<file path="config.mk">
export PLATFORM = sky130hd
export DESIGN_NAME = accel_drv
export DESIGN_NICKNAME = d
export VERILOG_FILES = /design/src/rtl/accel_drv.sv
export SDC_FILE = /design/constraint.sdc
export NUM_CORES = 1
export LEC_CHECK = 0
export ABC_AREA = 1
export BUFFER_PORTS_ARGS = -buffer_cell sky130_fd_sc_hd__buf_2
export CAP_MARGIN = 20
export CORE_MARGIN = 8
export CORE_UTILIZATION = 35
export CTS_CLUSTER_SIZE = 20
export DETAILED_ROUTE_END_ITERATION = 16
export GPL_TIMING_DRIVEN = 1
export SLEW_MARGIN = 20
export SYNTH_ARGS = -nofsm -noshare
export SYNTH_HDL_FRONTEND = slang
export SYNTH_SLANG_ARGS = --single-unit
export TNS_END_PERCENT = 20
</file>
<file path="constraint.sdc">
create_clock -name clk_i -period 3.8 [get_ports clk_i]
set_input_delay 0.38 -clock clk_i [delete_from_list [all_inputs] [get_ports clk_i]]
set_output_delay 0.38 -clock clk_i [all_outputs]
set_load 0.01 [all_outputs]
</file>
<file path="src/rtl/accel_drv.sv">
// Valid/ready wrapper around the one-shot square + cube-root accelerator.
// Optional job counter port jobs_o is enabled by defining ACCEL_DRV_JOBCNT_EN.
module accel_drv #(
  parameter int unsigned WAIT_CYCLES = 64,
  parameter int unsigned CNT_W       = 8
) (
  input  logic        clk_i,
  input  logic        rst_i,
  input  logic        in_valid_i,
  output logic        in_ready_o,
  input  logic [7:0]  a_bi,
  input  logic [7:0]  b_bi,
  output logic        acc_rst_o,
  output logic [7:0]  acc_a_o,
  output logic [7:0]  acc_b_o,
  input  logic [15:0] acc_y_i,
  output logic        out_valid_o,
  input  logic        out_ready_i,
  output logic [15:0] y_bo,
`ifdef ACCEL_DRV_JOBCNT_EN
  output logic [15:0] jobs_o,
`endif
  output logic        busy_o
);

  typedef enum logic [1:0] {
    ST_IDLE = 2'd0,
    ST_LOAD = 2'd1,
    ST_RUN  = 2'd2,
    ST_OUT  = 2'd3
  } state_t;

  state_t             state_r;
  logic [CNT_W-1:0]   cnt_r;
  logic [7:0]         acc_a_r;
  logic [7:0]         acc_b_r;
  logic [15:0]        y_r;
  logic               out_valid_r;
`ifdef ACCEL_DRV_JOBCNT_EN
  logic [15:0]        jobs_r;
`endif

  // Job sequencing: load operands, run the fixed wait, capture and hold the result.
  always_ff @(posedge clk_i) begin
    if (!rst_i) begin
      state_r     <= ST_IDLE;
      cnt_r       <= {CNT_W{1'b0}};
      acc_a_r     <= 8'd0;
      acc_b_r     <= 8'd0;
      y_r         <= 16'd0;
      out_valid_r <= 1'b0;
`ifdef ACCEL_DRV_JOBCNT_EN
      jobs_r      <= 16'd0;
`endif
    end else begin
      case (state_r)
        ST_IDLE: begin
          if (in_valid_i) begin
            acc_a_r <= a_bi;
            acc_b_r <= b_bi;
            state_r <= ST_LOAD;
          end else begin
            state_r <= ST_IDLE;
          end
        end
        ST_LOAD: begin
          cnt_r   <= CNT_W'(WAIT_CYCLES - 1);
          state_r <= ST_RUN;
        end
        ST_RUN: begin
          // acc_y_i is only trusted on the final RUN cycle.
          if (cnt_r != {CNT_W{1'b0}}) begin
            cnt_r <= cnt_r - CNT_W'(1);
          end else begin
            y_r         <= acc_y_i;
            out_valid_r <= 1'b1;
            state_r     <= ST_OUT;
          end
        end
        ST_OUT: begin
          if (out_ready_i) begin
            out_valid_r <= 1'b0;
            state_r     <= ST_IDLE;
`ifdef ACCEL_DRV_JOBCNT_EN
            jobs_r      <= jobs_r + 16'd1;
`endif
          end else begin
            state_r <= ST_OUT;
          end
        end
        default: begin
          out_valid_r <= 1'b0;
          state_r     <= ST_IDLE;
        end
      endcase
    end
  end

  assign in_ready_o  = (state_r == ST_IDLE);
  assign acc_rst_o   = (state_r != ST_RUN);
  assign busy_o      = (state_r != ST_IDLE);
  assign acc_a_o     = acc_a_r;
  assign acc_b_o     = acc_b_r;
  assign y_bo        = y_r;
  assign out_valid_o = out_valid_r;
`ifdef ACCEL_DRV_JOBCNT_EN
  assign jobs_o      = jobs_r;
`endif

endmodule
</file>
# [Yosys cells after proc, flatten, opt, wreduce, memory -nomap -nowiden]
# Cells that the tools add are included.
[totals] register_bits=43 latch_bits=0 ram_bits=0 mem_bits_ro=0 in_bits=36 output_inout_bits=36 elab_cells=33 memories=0
[op_classes] addsub=1 mul=0 n_div=0 magnitude_cmp=0 n_eq_ne=7 shift=0 n_mux=9 bitwise=1 n_reduce_logical=9
[ops] cell="$pmux W8 S2" n=1
[ops] cell="$mux W8" n=1
[ops] cell="$ne A2 B2 Y1 const B" n=4
[ops] cell="$pmux W2 S4" n=1
[ops] cell="$reduce_bool A8 Y1" n=1
[ops] cell="$sub A8 B1 Y8 const B" n=1
[ops] cell="$reduce_and A2 Y1" n=3
[ops] cell="$reduce_bool A2 Y1" n=3
[ops] cell="$eq A2 B2 Y1 const B" n=2
[ops] cell="$mux W2" n=2
[ops] cell="$mux W1" n=3
[ops] cell="$reduce_and A3 Y1" n=1
[ops] cell="$eq A2 B1 Y1 const B" n=1
[ops] cell="$logic_not A2 Y1" n=1
[ops] cell="$pmux W1 S2" n=1
[ops] cell="$not A1 Y1" n=1

# [Depth between registers and ports, before layout]
[logic_depth] word_depth=3 mapped_depth=9 ltp_nobuf=9

# [Worst setup path before layout]
# Ideal clock, no wire load.
[synth_timing] path_type="reg2reg" startpoint="reg cnt_r[0]" endpoint="reg y_r[0] (netlist: y_bo[0])" arrival_ns=1.272 required_time_ns=3.684 setup_slack_ns=2.412 stages_incl_launch_ff=9 n_path_buf=1 synth_period_minus_slack_ns=1.388 path_cell_list="dfxtp_1 > inv_1 > ha_1 > nand3_1 > nor2_4 > nand2_2 > clkbuf_2 > o21ai_0 > nor2_1"
[synth_via] elab_chain_len=3
[synth_rtl] item="from (decl)" line="34" text="logic [CNT_W-1:0] cnt_r;"
[synth_rtl] item="from (signal assigned)" line="47" text="cnt_r <= {CNT_W{1'b0}};"
[synth_rtl] item="from (signal assigned)" line="67" text="cnt_r <= CNT_W'(WAIT_CYCLES - 1);"
[synth_rtl] item="from (signal assigned)" line="73" text="cnt_r <= cnt_r - CNT_W'(1);"
[synth_rtl] item="$reduce_bool A8 Y1" line="72" text="if (cnt_r != {CNT_W{1'b0}}) begin"
[synth_rtl] item="$not A1 Y1 (no line)"
[synth_rtl] item="$reduce_and A2 Y1 (no line)"
[synth_rtl] item="to (signal assigned)" line="75" text="y_r <= acc_y_i;"
[synth_rtl] item="to (decl)" line="37" text="logic [15:0] y_r;"
# Every way passes these cells.
# A chain may end at the register's enable or synchronous reset.

# [Worst setup path after layout]
[layout_timing] startpoint="reg cnt_r[0]" endpoint="reg y_r[5] (netlist: y_bo[5])"
# The elaborated chain is that of the path after synthesis.

==> impl_metrics.json <==
{
  "dp_slack_ns": 2.172,
  "reg2reg_to": "y_bo[5]",
  "area_growth_pct": 30.52,
  "ioPinCount": 72,
  "postCtsSetupBuffers": 0,
  "path_buf_inv": 2,
  "clk_path_buf_depth": 2,
  "finalSetupViolCount": 0,
  "first_iter_violations": 83,
  "diodes": 0,
  "ys_types": 18,
  "fin_ws_ns": 2.190,
  "relSlewSlack_pct": 65.18,
  "worstPathMaxFanout": 18,
  "ctsResizeCount": 0,
  "holdPathStages": 3,
  "cts_root_buf": "clkbuf_8",
  "start_kind": "flop",
  "grt_pass1_wl_mm": 7.279,
  "clkTransAtPathRegs_ns": 0.08,
  "fin_crit_sh_pct": 42.36,
  "r2r_start": "cnt_r[0]",
  "syn_area_um2": 1734,
  "cellPowerDensity_nw_per_um2": 589.3,
  "final_antenna_net_count": 0,
  "max_stage_delay_ns": 0.33,
  "insertion_delay_ns": 0.29,
  "crit_family": "simple AND/OR/NAND/NOR gates",
  "outcome": "completed",
  "seq_area_frac_synth_pct": 49.64,
  "postSynthAreaPerCell_um2": 7.286,
  "hold_path_startpoint": "b_bi[0]",
  "floorplan.die_area_um2": 7463,
  "routed_wl_mm": 4.424,
  "layout_commonest_cell": "nor2_1",
  "core-area_um2": 4755,
  "overflow": 0,
  "finalSetupTns_ns": 0,
  "r2r_slack_ns": 2.19,
  "yosysWarnings": 0,
  "syn_inst": 238,
  "cp_slowest_cell": "dfxtp_1",
  "nFillCells": 497,
  "max-cap-violations": 0,
  "fin_skew_ns": 0.007146,
  "portBuffers": 71,
  "crit_chain": "inv_1 -> ha_1 -> nand3_1 -> nor2_4 -> nand2_2 -> clkinv_2 -> nor2_1 -> nor2_1",
  "max_freq_mhz": 621.2,
  "cts_max_level": 2,
  "whs_endpoint": "acc_b_o[0]",
  "cp_data_arrival_time_ns": 1.79,
  "grt_use_total_pct": 12.17,
  "final_cell_mix": "78 x nor2_1, 71 x buf_2, 43 x o21ai_0, 43 x dfxtp_1, 21 x nand2_1",
  "start_util_pct": 36.47,
  "hold_slack_ns": 0.3349,
  "drt-vias-per-instance": 4.423,
  "ir_worst_vdd_mv": 0.2231,
  "crit_type": "flop to flop",
  "worstSetupEndpointType": "flop",
  "power.leakage_nw": 1.088,
  "dp_hpwl_mm": 3.317,
  "cts_buffers": 5,
  "antenna_found_initial": 0,
  "grt_max_degree": 39,
  "final_layout_size_suffix_gt1_share_pct": 28.80,
  "nNetsFinal": 346,
  "ys_ff_latch": 43,
  "avgRoutedWirePerCell_um": 11.77,
  "numClockSinks": 43,
  "drc": 0,
  "layout_min_cycle_time_ns": 1.610,
  "cts_hold_buf": 0,
  "die_y_um": 86.39,
  "critPathMostFrequentCell": "nor2_1",
  "rows": 25,
  "grt_pass1_vias": 1574,
  "place_congestion": 0.8175,
  "die_w_um": 86.39,
  "worstHoldPathType": "primary input to flop",
  "grt_setup_unrepaired": "no",
  "syn_nets": 276,
  "worst_pin_slew_ns": 0.5222,
  "hold_violations": 0,
  "reg2reg_depth": 8,
  "drv_slew": 0,
  "crit_required_ns": 3.98,
  "cts_tree": "done",
  "dr.pass1.iters": 4,
  "vias": 1663
}
worst register-to-register path: stages (launching register included):
cell and delay, ns:
dfxtp_1 0.33, inv_1 0.08, ha_1 0.20, nand3_1 0.13
nor2_4 0.07, nand2_2 0.22, clkinv_2 0.27, nor2_1 0.15
nor2_1 0.05
cells by family after synthesis:
family                     after synthesis  synth area share [%]
DFF                                     43                 49.64
xor gates and xnor gates                 1                0.5051
adders and majority gates                2                 1.443
and+or+nand+nor                        113                 26.84
AOI/OAI and AO/OA                       51                 14.72
buffers and inverters                   28                 6.854
state kept, by name, indices dropped and copies added, names as in the netlist:
register / count
acc_b_o: 8
acc_a_o: 8
out_valid_o: 1
state_r: 2
y_bo: 16
cnt_r: 8
layer usage:
metal | up-vias | global-route usage [%] | routed length [µm]
met2 | 65 | 18.82 | 1832
met1 | 697 | 14.12 | 1998
met3 | 9 | 4.348 | 471
met5 | - | 0 | 0
li1 | 892 | - | -
met4 | 0 | 7.199 | 121
cells in the mapped netlist (all sizes together):
cell | number | area [µm²]
dfxtp | 43 | 860.8
nand3 | 7 | 35.03
inv | 19 | 71.32
a21oi | 8 | 40.04
clkinv | 1 | 5.000
o21ai | 43 | 215.2
nor2 | 83 | 339.1
xor2 | 1 | 8.760
nand2 | 23 | 91.34
buf | 2 | 18.77
ha | 2 | 25.02
clkbuf | 6 | 23.77
report_power, final:
| group | switching, mW | internal [mW] | total, mW |
|---|---|---|---|
| clock network | 0.148 | 0.263 | 0.411 |
| logic | 0.229 | 0.138 | 0.367 |
| registers | 0.0413 | 0.515 | 0.556 |
| total | 0.419 | 0.915 | 1.33 |
final cells by class:
class | count | area, µm² | share of cell area (%)
Sequential cell | 43 | 860.8 | 38.03
Multi-Input combinational cell | 167 | 754.5 | 33.33
Timing Repair Buffer | 71 | 355.3 | 15.70
Tap cell | 67 | 83.83 | 3.704
Inverter | 20 | 76.32 | 3.372
Clock buffer | 6 | 72.57 | 3.206
Clock inverter | 2 | 60.06 | 2.653
metrics by stage:
step | util, % | cell area [µm²] | instances | power, mW
finish | 47.61 | 2263 | 376 | 1.334
global route | 47.61 | 2263 | 376 | 1.440
CTS | 47.61 | 2263 | 376 | 1.349
detailed placement | 44.82 | 2131 | 368 | 0.9375
global placement | 44.82 | 2131 | 368 | 0.9361
floorplan | - | 1734 | 238 | 0.8221
how the worst max path moves through the flow:
stage	startpoint	to	slack, ns	depth (start not counted)
finish	cnt_r[0]	y_bo[5]	2.19	8
global route	cnt_r[0]	y_bo[15]	1.99	8
CTS	cnt_r[0]	y_bo[5]	2.17	8
detailed placement	cnt_r[0]	y_bo[15]	2.17	8
global placement	cnt_r[0]	y_bo[15]	2.19	8
floorplan	cnt_r[0]	y_bo[0]	2.41	8
(Power assumes the default switching activity.)
